==> config.mk <==
export PLATFORM = sky130hd
export DESIGN_NAME = rng_arbiter_flat
export DESIGN_NICKNAME = d
export VERILOG_FILES = /design/src/rtl/rng_arbiter_pkg.sv /design/src/rtl/rng_arbiter_if.sv /design/src/rtl/rr_pick.sv /design/src/rtl/rng_arbiter.sv /design/src/flat_wrapper.sv
export SDC_FILE = /design/constraint.sdc
export NUM_CORES = 1
export LEC_CHECK = 0
export CELL_PAD_IN_SITES_DETAIL_PLACEMENT = 1
export CELL_PAD_IN_SITES_GLOBAL_PLACEMENT = 1
export CORE_MARGIN = 4
export CORE_UTILIZATION = 40
export DETAILED_ROUTE_END_ITERATION = 10
export PLACE_DENSITY = 0.81
export SYNTH_ARGS = -nofsm -noshare
export SYNTH_HDL_FRONTEND = slang
export SYNTH_SLANG_ARGS = --single-unit
==> constraint.sdc <==
create_clock -name clk -period 3.93 [get_ports clk]
set_input_delay 1.179 -clock clk [delete_from_list [all_inputs] [get_ports clk]]
set_output_delay 1.179 -clock clk [all_outputs]
set_load 0.1 [all_outputs]
==> src/rtl/rng_arbiter_pkg.sv <==
// rng_arbiter_pkg
//   Shared definitions for the RNG arbiter slice: FSM state encoding and
//   default parameter values.
package rng_arbiter_pkg;

    typedef enum logic [1:0] {
        IDLE     = 2'd0,
        WAIT_RNG = 2'd1,
        DELIVER  = 2'd2,
        COOL     = 2'd3
    } state_t;

    localparam int DEFAULT_NUM_REQ      = 4;
    localparam int DEFAULT_OUTPUT_WIDTH = 8;
    localparam int DEFAULT_TIMEOUT      = 64;

endpackage

==> src/rtl/rng_arbiter_if.sv <==
// rng_arbiter_if
//   Bundles the client-side request/response signals and the shared-RNG
//   handshake of the arbiter.
//   Client side : req (in), grant, word_out, word_valid, err, busy (out)
//   RNG side    : rng_word, rng_valid (in), rng_en (out)
//   modport slave  - arbiter view
//   modport master - environment view (clients + RNG)
interface rng_arbiter_if #(
    parameter int NUM_REQ      = 4,
    parameter int OUTPUT_WIDTH = 8
);
    logic [NUM_REQ-1:0]      req;
    logic [NUM_REQ-1:0]      grant;
    logic [OUTPUT_WIDTH-1:0] word_out;
    logic [NUM_REQ-1:0]      word_valid;
    logic [NUM_REQ-1:0]      err;
    logic                    busy;
    logic                    rng_en;
    logic [OUTPUT_WIDTH-1:0] rng_word;
    logic                    rng_valid;

    modport slave (
        input  req, rng_word, rng_valid,
        output grant, word_out, word_valid, err, busy, rng_en
    );

    modport master (
        output req, rng_word, rng_valid,
        input  grant, word_out, word_valid, err, busy, rng_en
    );
endinterface

==> src/rtl/rr_pick.sv <==
// rr_pick
//   Combinational round-robin selector.
//   req    : per-client request vector
//   last   : index of the most recently granted client
//   winner : one-hot pick, first set request strictly after 'last',
//            wrapping from NUM_REQ-1 back to 0
//   any    : at least one request pending
module rr_pick #(
    parameter int NUM_REQ = 4,
    localparam int IDX_W  = $clog2(NUM_REQ)
) (
    input  logic [NUM_REQ-1:0] req,
    input  logic [IDX_W-1:0]   last,
    output logic [NUM_REQ-1:0] winner,
    output logic               any
);

    logic [NUM_REQ-1:0] win_hi;
    logic [NUM_REQ-1:0] win_lo;
    logic               found_hi;
    logic               found_lo;

    // Two passes instead of a rotate: the "above last" pass has priority,
    // the unrestricted pass covers the wrap-around (including 'last' itself).
    always_comb begin
        win_hi   = '0;
        win_lo   = '0;
        found_hi = 1'b0;
        found_lo = 1'b0;
        for (int i = 0; i < NUM_REQ; i++) begin
            if (!found_hi && req[i] && (i > int'(last))) begin
                win_hi[i] = 1'b1;
                found_hi  = 1'b1;
            end
            if (!found_lo && req[i]) begin
                win_lo[i] = 1'b1;
                found_lo  = 1'b1;
            end
        end
    end

    assign winner = found_hi ? win_hi : win_lo;
    assign any    = |req;

endmodule

==> src/rtl/rng_arbiter.sv <==
// rng_arbiter
//   Arbitrates NUM_REQ clients for one shared RNG. A round-robin winner is
//   granted, the RNG is enabled until it returns a word (or the owner gives
//   up, or TIMEOUT expires), the word is handed to the owner for one cycle,
//   and the RNG gets one extra enable cycle (COOL) to clear its state.
//   Ports:
//     clk   - clock, rising edge
//     reset - asynchronous active-high reset
//     bus   - rng_arbiter_if.slave (client request/response + RNG handshake)
module rng_arbiter
    import rng_arbiter_pkg::*;
#(
    parameter int NUM_REQ      = DEFAULT_NUM_REQ,
    parameter int OUTPUT_WIDTH = DEFAULT_OUTPUT_WIDTH,
    parameter int TIMEOUT      = DEFAULT_TIMEOUT
) (
    input  logic         clk,
    input  logic         reset,
    rng_arbiter_if.slave bus
);

    localparam int IDX_W = $clog2(NUM_REQ);
    localparam int TMR_W = $clog2(TIMEOUT) + 1;
    localparam logic [TMR_W-1:0] TMR_LAST = TMR_W'(TIMEOUT - 1);

    state_t                  state;
    state_t                  state_nxt;
    logic [NUM_REQ-1:0]      grant_q;
    logic [NUM_REQ-1:0]      err_q;
    logic [IDX_W-1:0]        last_q;
    logic [OUTPUT_WIDTH-1:0] cap_q;
    logic [TMR_W-1:0]        timer_q;

    logic [NUM_REQ-1:0]      win;
    logic [IDX_W-1:0]        win_idx;
    logic                    any_req;
    logic                    abandon;
    logic                    timeout_hit;

    rr_pick #(.NUM_REQ(NUM_REQ)) u_pick (
        .req    (bus.req),
        .last   (last_q),
        .winner (win),
        .any    (any_req)
    );

    always_comb begin
        win_idx = '0;
        for (int i = 0; i < NUM_REQ; i++) begin
            if (win[i]) win_idx = IDX_W'(i);
        end
    end

    // Owner gave up: its req bit is no longer set.
    assign abandon     = ~|(bus.req & grant_q);
    assign timeout_hit = (timer_q == TMR_LAST);

    // State register
    always_ff @(posedge clk or posedge reset) begin
        if (reset) state <= IDLE;
        else       state <= state_nxt;
    end

    // Next state. In WAIT_RNG: abandon beats rng_valid, rng_valid beats timeout.
    always_comb begin
        state_nxt = state;
        case (state)
            IDLE:     if (any_req) state_nxt = WAIT_RNG;
            WAIT_RNG: begin
                if (abandon)            state_nxt = COOL;
                else if (bus.rng_valid) state_nxt = DELIVER;
                else if (timeout_hit)   state_nxt = COOL;
            end
            DELIVER:  state_nxt = COOL;
            COOL:     state_nxt = IDLE;
            default:  state_nxt = IDLE;
        endcase
    end

    // Datapath: grant, round-robin pointer, timer, captured word, err pulse.
    // last_q resets to NUM_REQ-1 so the first search begins at index 0.
    always_ff @(posedge clk or posedge reset) begin
        if (reset) begin
            grant_q <= '0;
            err_q   <= '0;
            last_q  <= IDX_W'(NUM_REQ - 1);
            cap_q   <= '0;
            timer_q <= '0;
        end else begin
            err_q <= '0;
            case (state)
                IDLE: begin
                    if (any_req) begin
                        grant_q <= win;
                        last_q  <= win_idx;
                        timer_q <= '0;
                    end
                end
                WAIT_RNG: begin
                    if (timer_q != '1) timer_q <= timer_q + 1'b1;
                    if (abandon)            grant_q <= '0;
                    else if (bus.rng_valid) cap_q   <= bus.rng_word;
                    else if (timeout_hit)   err_q   <= grant_q;
                end
                DELIVER: cap_q   <= '0;
                COOL:    grant_q <= '0;
                default: ;
            endcase
        end
    end

    // Outputs decode from reset-cleared registers, so reset zeroes them at once.
    assign bus.grant      = grant_q;
    assign bus.err        = err_q;
    assign bus.word_valid = (state == DELIVER) ? grant_q : '0;
    assign bus.word_out   = (state == DELIVER) ? cap_q : '0;
    assign bus.rng_en     = (state == WAIT_RNG) || (state == COOL);
    assign bus.busy       = (state != IDLE);

endmodule

==> src/flat_wrapper.sv <==
// flat-port wrapper written by rule: the top's interface ports become plain ports
module rng_arbiter_flat import rng_arbiter_pkg::*;
#(
    parameter int NUM_REQ      = DEFAULT_NUM_REQ,
    parameter int OUTPUT_WIDTH = DEFAULT_OUTPUT_WIDTH,
    parameter int TIMEOUT      = DEFAULT_TIMEOUT
)
  (clk, reset, bus_req, bus_rng_word, bus_rng_valid, bus_grant, bus_word_out, bus_word_valid, bus_err, bus_busy, bus_rng_en);
  rng_arbiter_if #(.NUM_REQ(NUM_REQ), .OUTPUT_WIDTH(OUTPUT_WIDTH)) bus_i ();
  input  logic clk;
  input  logic reset;
  input wire logic [$bits(bus_i.req)-1:0] bus_req;
  input wire logic [$bits(bus_i.rng_word)-1:0] bus_rng_word;
  input wire logic [$bits(bus_i.rng_valid)-1:0] bus_rng_valid;
  output wire logic [$bits(bus_i.grant)-1:0] bus_grant;
  output wire logic [$bits(bus_i.word_out)-1:0] bus_word_out;
  output wire logic [$bits(bus_i.word_valid)-1:0] bus_word_valid;
  output wire logic [$bits(bus_i.err)-1:0] bus_err;
  output wire logic [$bits(bus_i.busy)-1:0] bus_busy;
  output wire logic [$bits(bus_i.rng_en)-1:0] bus_rng_en;
  assign bus_i.req = bus_req;
  assign bus_i.rng_word = bus_rng_word;
  assign bus_i.rng_valid = bus_rng_valid;
  assign bus_grant = bus_i.grant;
  assign bus_word_out = bus_i.word_out;
  assign bus_word_valid = bus_i.word_valid;
  assign bus_err = bus_i.err;
  assign bus_busy = bus_i.busy;
  assign bus_rng_en = bus_i.rng_en;
  rng_arbiter #(.NUM_REQ(NUM_REQ), .OUTPUT_WIDTH(OUTPUT_WIDTH), .TIMEOUT(TIMEOUT)) u_core (.clk(clk), .reset(reset), .bus(bus_i));
endmodule
==> impl_metrics.env, run 1 <==
export IMPL_sw_frac_of_total_pct=52.50
export IMPL_synth_cell_type_count=46
export IMPL_core_area_mm2=0.003744
export IMPL_worstPathCellList="inv_1 > ha_1 > and2_1 > buf_4"
export IMPL_grt_pass1_wl_um=6989
export IMPL_vias=1340
export IMPL_finClkSkew_ns=0.001685
export IMPL_met2_usage_pct=29.45
export IMPL_dieHeight_um=71.10
export IMPL_io_pins=37
export IMPL_finalNetCount=214
export IMPL_areaGrowthSynthToFinish_pct=22.31
export IMPL_drc=0
export IMPL_layout_common_cells="25 x dfrtp_1, 18 x clkdlybuf4s50_1, 18 x buf_4, 17 x and2_1, 13 x nor2_1"
export IMPL_worst_setup_path_start_kind="flop"
export IMPL_antenna_found_initial=0
export IMPL_numPortBuffers=36
export IMPL_dr_pass1_iters=4
export IMPL_cts_resized=0
export IMPL_timing_final_crit_share_pct=76.10
export IMPL_power_internal_uw=683.0
export IMPL_rows=22
export IMPL_cts_path_max_buffers=2
export IMPL_cts_root_buf="clkbuf_8"
export IMPL_avgSynthCellArea_um2=10.02
export IMPL_hold_viol=0
export IMPL_syn_nets=179
export IMPL_power_leakage_uw=0.0008677
export IMPL_cp_required_ns=2.75
export IMPL_synthCells=159
export IMPL_p_switching_uw=754.8
export IMPL_slowest_delay_ns=0.46
export IMPL_maxCapViolCount=0
export IMPL_grt_max_degree=28
export IMPL_grt_ovfl_total=0
export IMPL_cts_inserted_buffers=3
export IMPL_seqPwrFrac_pct=30.0
export IMPL_start_util_pct=42.55
export IMPL_netlist_area_mm2=0.001593
export IMPL_layout_cells_non_filler=241
export IMPL_grt_usage_pct=17.39
export IMPL_cts_hold_buf=0
export IMPL_place_congestion=0.8582
export IMPL_cts_clk_slew_worst_paths_ns=0.09
export IMPL_final_util_pct=52.04
export IMPL_yosys_warnings=0
export IMPL_cts_sinks=27
export IMPL_cts_tree="done"
export IMPL_diodes=0
export IMPL_status="complete, no violations"
export IMPL_route_detailed_wl_per_inst_um=16.66
export IMPL_die_width_um=71.10
export IMPL_critPathSlowestCell="ha_1"
export IMPL_ys_seq_area_share_pct=42.58
export IMPL_worst_hold_path_type="reg2reg"
export IMPL_synth_flop_cell="dfrtp_1"
export IMPL_cts_htree_levels=1
export IMPL_rsz0062_at_grt="false"
export IMPL_fillers=441
export IMPL_critPathKind="reg2out"
export IMPL_synthTopCellsByArea="dfrtp_1 39%, and2_1 6.7%, ha_1 3.9%"
export IMPL_worstMarginPinSlew_ns=1.039
export IMPL_routed_wl_um=4014
export IMPL_dp_final_hpwl_um=3038
export IMPL_max_freq_mhz=334.4
export IMPL_arrival_ns=1.81
export IMPL_min_period_ns=2.991
export IMPL_antenna_left=0
export IMPL_power_uw=1438
export IMPL_clock_latency_ns=0.28
export IMPL_drt_iter0_markers=89
export IMPL_synth_top_area_share_pct=39.28
export IMPL_met1_usage_pct=21.99
export IMPL_grt_met3_usage_pct=3.125
export IMPL_grt_busiest_layer="met2"
export IMPL_maxSlewViolCount=0
export IMPL_relSlewSlack_pct=30.65
export IMPL_post_cts_buffers=0
export IMPL_crit_path_max_fanout=17
export IMPL_cp_end_kind="primary output"
export IMPL_combPwrFrac_pct=58.6
export IMPL_p_per_area_mw_per_mm2=738.1
export IMPL_dp_cells=237
export IMPL_via_per_inst=5.560
export IMPL_synth_ff_latch_count=27
export IMPL_async_flop_share_pct=100.0
export IMPL_irDropWorstVdd_mv=0.3089
export IMPL_synth_top_area_cell="dfrtp_1"
export IMPL_pwr_share_clk_pct=11.4
export IMPL_tns_ns=0
export IMPL_synth_edf_count=0
export IMPL_die_area_mm2=0.005055
export IMPL_final_common_cell="dfrtp_1"
export IMPL_grt_pass1_vias=1417
export IMPL_setup_violations=0
export IMPL_drive_above_1_share_pct=16.06
## through the flow
| step | hold slack (ns) | worst slack [ns] | cell area [µm²] |
|---|---|---|---|
| after floorplan | 0.4579 | 0.9447 | 1593 |
| after global placement | 0.4754 | 0.8782 | 1902 |
| after detailed placement | 0.4743 | 0.7676 | 1902 |
| after CTS | 0.5049 | 0.9228 | 1948 |
| after global routing | 0.5386 | 0.7983 | 1948 |
| final | 0.5045 | 0.9392 | 1948 |
## sequential cells by signal, indices dropped and copies added, names as in the netlist
| register | count |
|---|---|
| u_core.bus.err | 4 |
| u_core.bus.grant | 4 |
| u_core.cap_q | 8 |
| u_core.last_q | 2 |
| u_core.state | 2 |
| u_core.timer_q | 7 |
## metal layers
metal	part of all wire [%]	up-vias
li1	-	645
met1	42	653
met2	51	35
met3	5.1	7
met4	1.9	0
met5	0	-
## path summary, 6_finish.rpt
path | from | end | slack [ns] | depth (start not counted)
max | u_core.state[0] | bus_word_valid[2] | 0.94 | 4
min | u_core.cap_q[6] | u_core.cap_q[6] | 0.50 | 1
max reg2reg | u_core.state[1] | u_core.bus.err[1] | 1.79 | 6
min reg2reg | u_core.cap_q[6] | u_core.cap_q[6] | 0.50 | 1
max in group asynchronous | reset | u_core.timer_q[2] | 1.84 | 2
min in group asynchronous | reset | u_core.bus.err[3] | 1.46 | 2
## logic make-up after synthesis
family / share of synthesized area (%)
buf+inv: 6.519
flops: 42.58
fa+ha+maj: 3.928
mux: 5.970
compound gates: 21.37
simple gates: 19.64
## area by class of cell
type	count	area, µm²	share of cell area, %
Multi-Input combinational cell	116	810.8	41.62
Clock buffer	3	41.29	2.119
Clock inverter	1	5.005	0.2569
Inverter	10	37.54	1.927
Timing Repair Buffer	36	315.3	16.18
Sequential cell	27	678.2	34.81
Tap cell	48	60.06	3.083
## power groups by stage
stage                     combinational [µW]  sequential, µW  clock [µW]
after global routing                     912             449         181
final                                    843             432         163
after CTS                                852             431         169
after floorplan                          624             481           0
after global placement                   815             429           0
after detailed placement                 846             436           0
## Yosys cell counts, types with 2 or more instances
cell type   n
dfrtp_1    25
a21oi_1     9
a22o_1      5
o21ai_0     7
o31ai_1     3
nand2_1     8
mux2_1      3
mux2i_1     5
nor2b_1     3
buf_6       3
ha_1        5
a31oi_1     2
inv_1      10
nand3_1     4
and2_1     17
nor2_1     13
o2bb2ai_1   4
a22oi_1     2
or4_1       2
a21boi_1    2
dfstp_2     2
## worst max-delay path, delay by kind of cell, from the launching register on
kind	cells	cell delay (ns)
buffers and inverters	2	0.44
adders and majority gates	1	0.46
DFF	1	0.42
and+or+nand+nor	1	0.21
No activity file was read; power rests on OpenSTA's default activity.
==> run 2: changes to the inputs <==
- CORE_UTILIZATION: 40 -> 34
- PLACE_DENSITY: 0.81 -> 0.73
- clock period: 3.93 -> 2.5 ns (I/O delays scaled with it)
==> impl_metrics.env, run 2 (synthesis gave the netlist of run 1 again) <==
export IMPL_drc=0
export IMPL_seqPwrFrac_pct=27.5
export IMPL_start_util_pct=35.84
export IMPL_seq_area_um2=678.2
export IMPL_multiInputGateArea_um2=820.8
export IMPL_largest_register="u_core.cap_q"
export IMPL_cts_root_buf="clkbuf_8"
export IMPL_cp_required_ns=1.75
export IMPL_grt_pass1_vias=1516
export IMPL_routed_wl_um=4245
export IMPL_min_period_ns=2.362
export IMPL_die_width_um=76.45
export IMPL_hold_viol=0
export IMPL_rsz0062_at_grt="false"
export IMPL_layout_cells_non_filler=256
export IMPL_rows=24
export IMPL_grt_pass1_wl_um=7672
export IMPL_final_common_cell="dfrtp_1"
export IMPL_final_area_mm2=0.002210
export IMPL_antenna_left=0
export IMPL_whs_ns=0.5037
export IMPL_dieHeight_um=76.45
export IMPL_power_uw=2470
export IMPL_timing_final_crit_share_pct=94.50
export IMPL_reg_largest_list="u_core.cap_q: 8 flops, u_core.timer_q: 7 flops"
export IMPL_status="complete, no violations"
export IMPL_maxSlewViolCount=0
export IMPL_combPwrFrac_pct=62.3
export IMPL_dr_pass1_iters=4
export IMPL_grt_max_degree=18
export IMPL_cp_end_kind="primary output"
export IMPL_critPathSlowestCell="dfrtp_1"
export IMPL_worstRegToRegCells=7
export IMPL_power_leakage_uw=0.0009703
export IMPL_core_area_mm2=0.004444
export IMPL_clock_latency_ns=0.27
export IMPL_place_congestion=0.9417
export IMPL_maxCapViolCount=0
export IMPL_finalNetCount=225
export IMPL_worstPathCellList="inv_1 > ha_2 > and2_1 > buf_12"
export IMPL_arrival_ns=1.61
export IMPL_cts_htree_levels=1
export IMPL_via_per_inst=5.359
export IMPL_fillers=504
export IMPL_numPortBuffers=36
export IMPL_placed_cell_area_mm2=0.002160
export IMPL_antenna_found_initial=0
export IMPL_cts_tree="done"
export IMPL_cts_path_max_buffers=2
export IMPL_post_cts_buffers=0
export IMPL_grt_ovfl_total=0
export IMPL_crit_path_max_fanout=17
export IMPL_cts_inserted_buffers=3
export IMPL_relSlewSlack_pct=60.19
export IMPL_setup_violations=0
export IMPL_worst_hold_path_type="reg2reg"
export IMPL_cts_clk_slew_worst_paths_ns=0.09
export IMPL_die_area_mm2=0.005844
export IMPL_pwr_share_clk_pct=10.2
export IMPL_whs_path_depth=1
export IMPL_dp_final_hpwl_um=3435
export IMPL_areaGrowthSynthToFinish_pct=38.73
export IMPL_finClkSkew_ns=0.001546
export IMPL_io_pins=37
export IMPL_worstMarginPinSlew_ns=0.5971
export IMPL_cts_hold_buf=0
export IMPL_p_switching_uw=1219
export IMPL_irDropWorstVdd_mv=0.5728
export IMPL_grt_usage_pct=15.74
export IMPL_largest_register_ffs=8
export IMPL_worst_setup_path_start_kind="flop"
export IMPL_max_freq_mhz=423.3
export IMPL_diodes=0
export IMPL_crit_buf_inv=2
export IMPL_vias=1372
export IMPL_sw_frac_of_total_pct=49.34
export IMPL_slowest_delay_ns=0.41
export IMPL_drive_above_1_share_pct=25.00
export IMPL_layout_common_cells="25 x dfrtp_1, 19 x buf_4, 14 x clkdlybuf4s50_1, 14 x buf_12"
export IMPL_cp_num_cells=4
export IMPL_cpLargestDelayFamily="flip-flops"
export IMPL_cts_sinks=27
export IMPL_power_internal_uw=1251
export IMPL_critPathKind="reg2out"
export IMPL_route_detailed_wl_per_inst_um=16.58
export IMPL_p_per_area_mw_per_mm2=1118
export IMPL_dp_cells=252
export IMPL_drt_iter0_markers=53
export IMPL_tns_ns=0
## run 2: changes by cell type in the layout (fill, tap and decap cells not counted), moves of 2 or more
cell | before | now
buf_12 | 0 | 14
and2_1 | 17 | 13
and2_2 | 0 | 4
clkdlybuf4s50_1 | 18 | 14
ha_1 | 5 | 3
ha_2 | 0 | 2
## run 2: area by class of cell
cell class	instances	area share (%)
multi-input cells	116	37.15
flip-flops and latches	27	30.69
repair buffers	47	25.48
well taps	52	2.945
clock buffers	4	2.039
inverters	10	1.699
## run 2: stage by stage
step                setup WS [ns]  utilization [%]
floorplan               0.0003377                -
global route             0.004240            49.72
global placement          0.01807            48.59
CTS                       0.04760            49.66
detailed placement       -0.07580            48.59
finish                     0.1376            49.72
## run 2: layer usage
metal | GRT usage (%) | up-vias | routed length, µm
met5 | 0 | - | 0
met4 | 3.804 | 0 | 36
met3 | 2.955 | 4 | 185
met2 | 27.68 | 34 | 2093
met1 | 19.82 | 669 | 1930
li1 | - | 665 | -
## run 2: final timing paths
path                                           to  slack, ns       startpoint
worst max-delay path              bus_word_out[1]       0.14  u_core.state[0]
worst min-delay path              u_core.cap_q[4]       0.50  u_core.cap_q[4]
worst max register to register  u_core.bus.err[0]       0.58  u_core.state[1]
worst min register to register    u_core.cap_q[4]       0.50  u_core.cap_q[4]
max in group asynchronous       u_core.bus.err[1]       1.14            reset
min in group asynchronous       u_core.timer_q[1]       0.78            reset
## run 2: power groups by stage
stage / sequential [µW] / clock (µW) / combinational [µW]
final: 680 / 251 / 1540
after global placement: 674 / 0 / 1490
after CTS: 680 / 259 / 1550
after global routing: 700 / 276 / 1670
after floorplan: 755 / 0 / 982
after detailed placement: 688 / 0 / 1540
## run 2: timing repair
item,4_1_cts,5_1_grt
setup endpoints to repair,12,1
pin swaps,0,0
resized for setup,1,1
==> run 3: changes to the inputs <==
- CORE_ASPECT_RATIO: unset -> 1.4
==> impl_metrics.env, run 3 (synthesis gave the netlist of run 1 again) <==
export IMPL_post_cts_buffers=0
export IMPL_timing_final_crit_share_pct=95.52
export IMPL_seq_area_um2=678.2
export IMPL_layout_common_cells="25 x dfrtp_1, 23 x buf_4, 14 x clkdlybuf4s50_1, 14 x buf_12, 13 x and2_1"
export IMPL_maxCapViolCount=0
export IMPL_grt_pass1_wl_um=7320
export IMPL_rows=29
export IMPL_worst_setup_path_start_kind="flop"
export IMPL_crit_path_max_fanout=17
export IMPL_min_period_ns=2.388
export IMPL_clock_latency_ns=0.28
export IMPL_antenna_left=0
export IMPL_final_util_pct=49.74
export IMPL_dr_pass1_iters=4
export IMPL_place_congestion=0.8262
export IMPL_antenna_found_initial=0
export IMPL_r2r_start="u_core.state[1]"
export IMPL_grt_ovfl_total=0
export IMPL_max_freq_mhz=418.8
export IMPL_io_pins=37
export IMPL_whs_path_depth=1
export IMPL_route_detailed_wl_per_inst_um=16.36
export IMPL_arrival_ns=1.64
export IMPL_multiInputGateArea_um2=823.3
export IMPL_rrSetupSlack_ns=0.54
export IMPL_cts_path_max_buffers=2
export IMPL_min_to="u_core.cap_q[3]"
export IMPL_cts_tree="done"
export IMPL_finalNetCount=229
export IMPL_dieHeight_um=88.99
export IMPL_diodes=0
export IMPL_drc=0
export IMPL_maxSlewViolCount=0
export IMPL_cts_sinks=27
export IMPL_drt_iter0_markers=32
export IMPL_pre_cts_ws_ns=0.01461
export IMPL_numPortBuffers=36
export IMPL_cts_inserted_buffers=3
export IMPL_final_common_cell="dfrtp_1"
export IMPL_grt_usage_pct=16.04
export IMPL_routed_wl_um=4416
export IMPL_fin_ws_ns=0.1120
export IMPL_grt_max_degree=28
export IMPL_critPathKind="reg2out"
export IMPL_rsz0062_at_grt="true"
export IMPL_cts_clk_slew_worst_paths_ns=0.10
export IMPL_finClkSkew_ns=0.009091
export IMPL_tns_ns=0
export IMPL_fillers=515
export IMPL_cts_root_buf="clkbuf_8"
export IMPL_cp_required_ns=1.75
export IMPL_status="complete, no violations"
export IMPL_largest_register_ffs=8
export IMPL_drive_above_1_share_pct=27.40
export IMPL_worst_hold_path_type="reg2reg"
export IMPL_min_from="u_core.cap_q[3]"
export IMPL_grt_pass1_vias=1530
export IMPL_hold_viol=0
export IMPL_die_area_mm2=0.005859
export IMPL_largest_register="u_core.cap_q"
export IMPL_cts_hold_buf=0
export IMPL_die_width_um=65.85
export IMPL_cp_end_kind="primary output"
export IMPL_vias=1411
export IMPL_areaGrowthSynthToFinish_pct=41.63
export IMPL_reg_largest_list="u_core.cap_q: 8 flops, u_core.timer_q: 7 flops"
export IMPL_worstRegToRegCells=7
export IMPL_worstMarginPinSlew_ns=0.5395
export IMPL_dp_final_hpwl_um=3597
export IMPL_relSlewSlack_pct=64.03
export IMPL_via_per_inst=5.226
export IMPL_p_per_area_mw_per_mm2=1103
export IMPL_core_area_mm2=0.004536
export IMPL_irDropWorstVdd_mv=0.4973
export IMPL_r2r_end="u_core.bus.err[3]"
export IMPL_setup_violations=0
export IMPL_cts_htree_levels=1
export IMPL_start_util_pct=35.12
export IMPL_power_leakage_uw=0.0009932
[run 3: changes by cell type in the layout (fill, tap and decap cells not counted)]
cell      previous run  this run
clkinv_2             0         1
nor2_1              13        12
clkbuf_1             1         0
buf_4               19        23
nor2_2               0         1
[run 3: layout make-up]
type                       instances  share of cell area (%)
tap                               62                   3.439
inverter                          10                   1.664
clock buffer                       3                   1.830
timing repair buffer              51                   26.29
sequential                        27                   30.06
clock inverter                     1                  0.2219
multi-input combinational        116                   36.49
[run 3: worst max path at each step]
stage,from,to,depth (start not counted)
after CTS,u_core.state[1],bus_rng_en,5
final,u_core.state[0],bus_word_out[3],4
after detailed placement,bus_req[1],u_core.bus.grant[3],5
after floorplan,u_core.state[0],bus_word_out[0],4
after global routing,u_core.state[0],bus_word_out[3],4
after global placement,bus_req[0],u_core.bus.grant[3],5
[run 3: repair_timing]
| action | 4_1_cts | 5_1_grt |
|---|---|---|
| cloned | 0 | 0 |
| endpoints found under the setup margin | 12 | 2 |
| gates resized for setup | 1 | 2 |
[run 3: layer usage]
metal / GRT usage, % / share of wire [%]
met5: 0 / 0
met4: 4.528 / 0.82
met3: 1.258 / 3.1
met2: 31.84 / 57
met1: 17.86 / 39
[run 3: worst max-delay path, stage by stage, from the launching register on]
cell and delay (ns):
dfrtp_1 0.42, inv_1 0.15, ha_2 0.37, and2_1 0.23, buf_12 0.19
[run 3: through the flow]
step,std cells,area [µm²],hold WS [ns],power [µW]
4_1_cts,270,2251,0.5162,2501
6_report,270,2256,0.5115,2487
5_1_grt,270,2256,0.5346,2645
3_5_place_dp,266,2202,0.4857,2237
2_1_floorplan,159,1598,0.4579,1738
3_3_place_gp,266,2202,0.4786,2171
[run 3: report_power, final]
part | switching, µW | internal, µW | total, µW
logic | 986 | 573 | 1560
registers | 108 | 569 | 676
clock network | 139 | 112 | 251
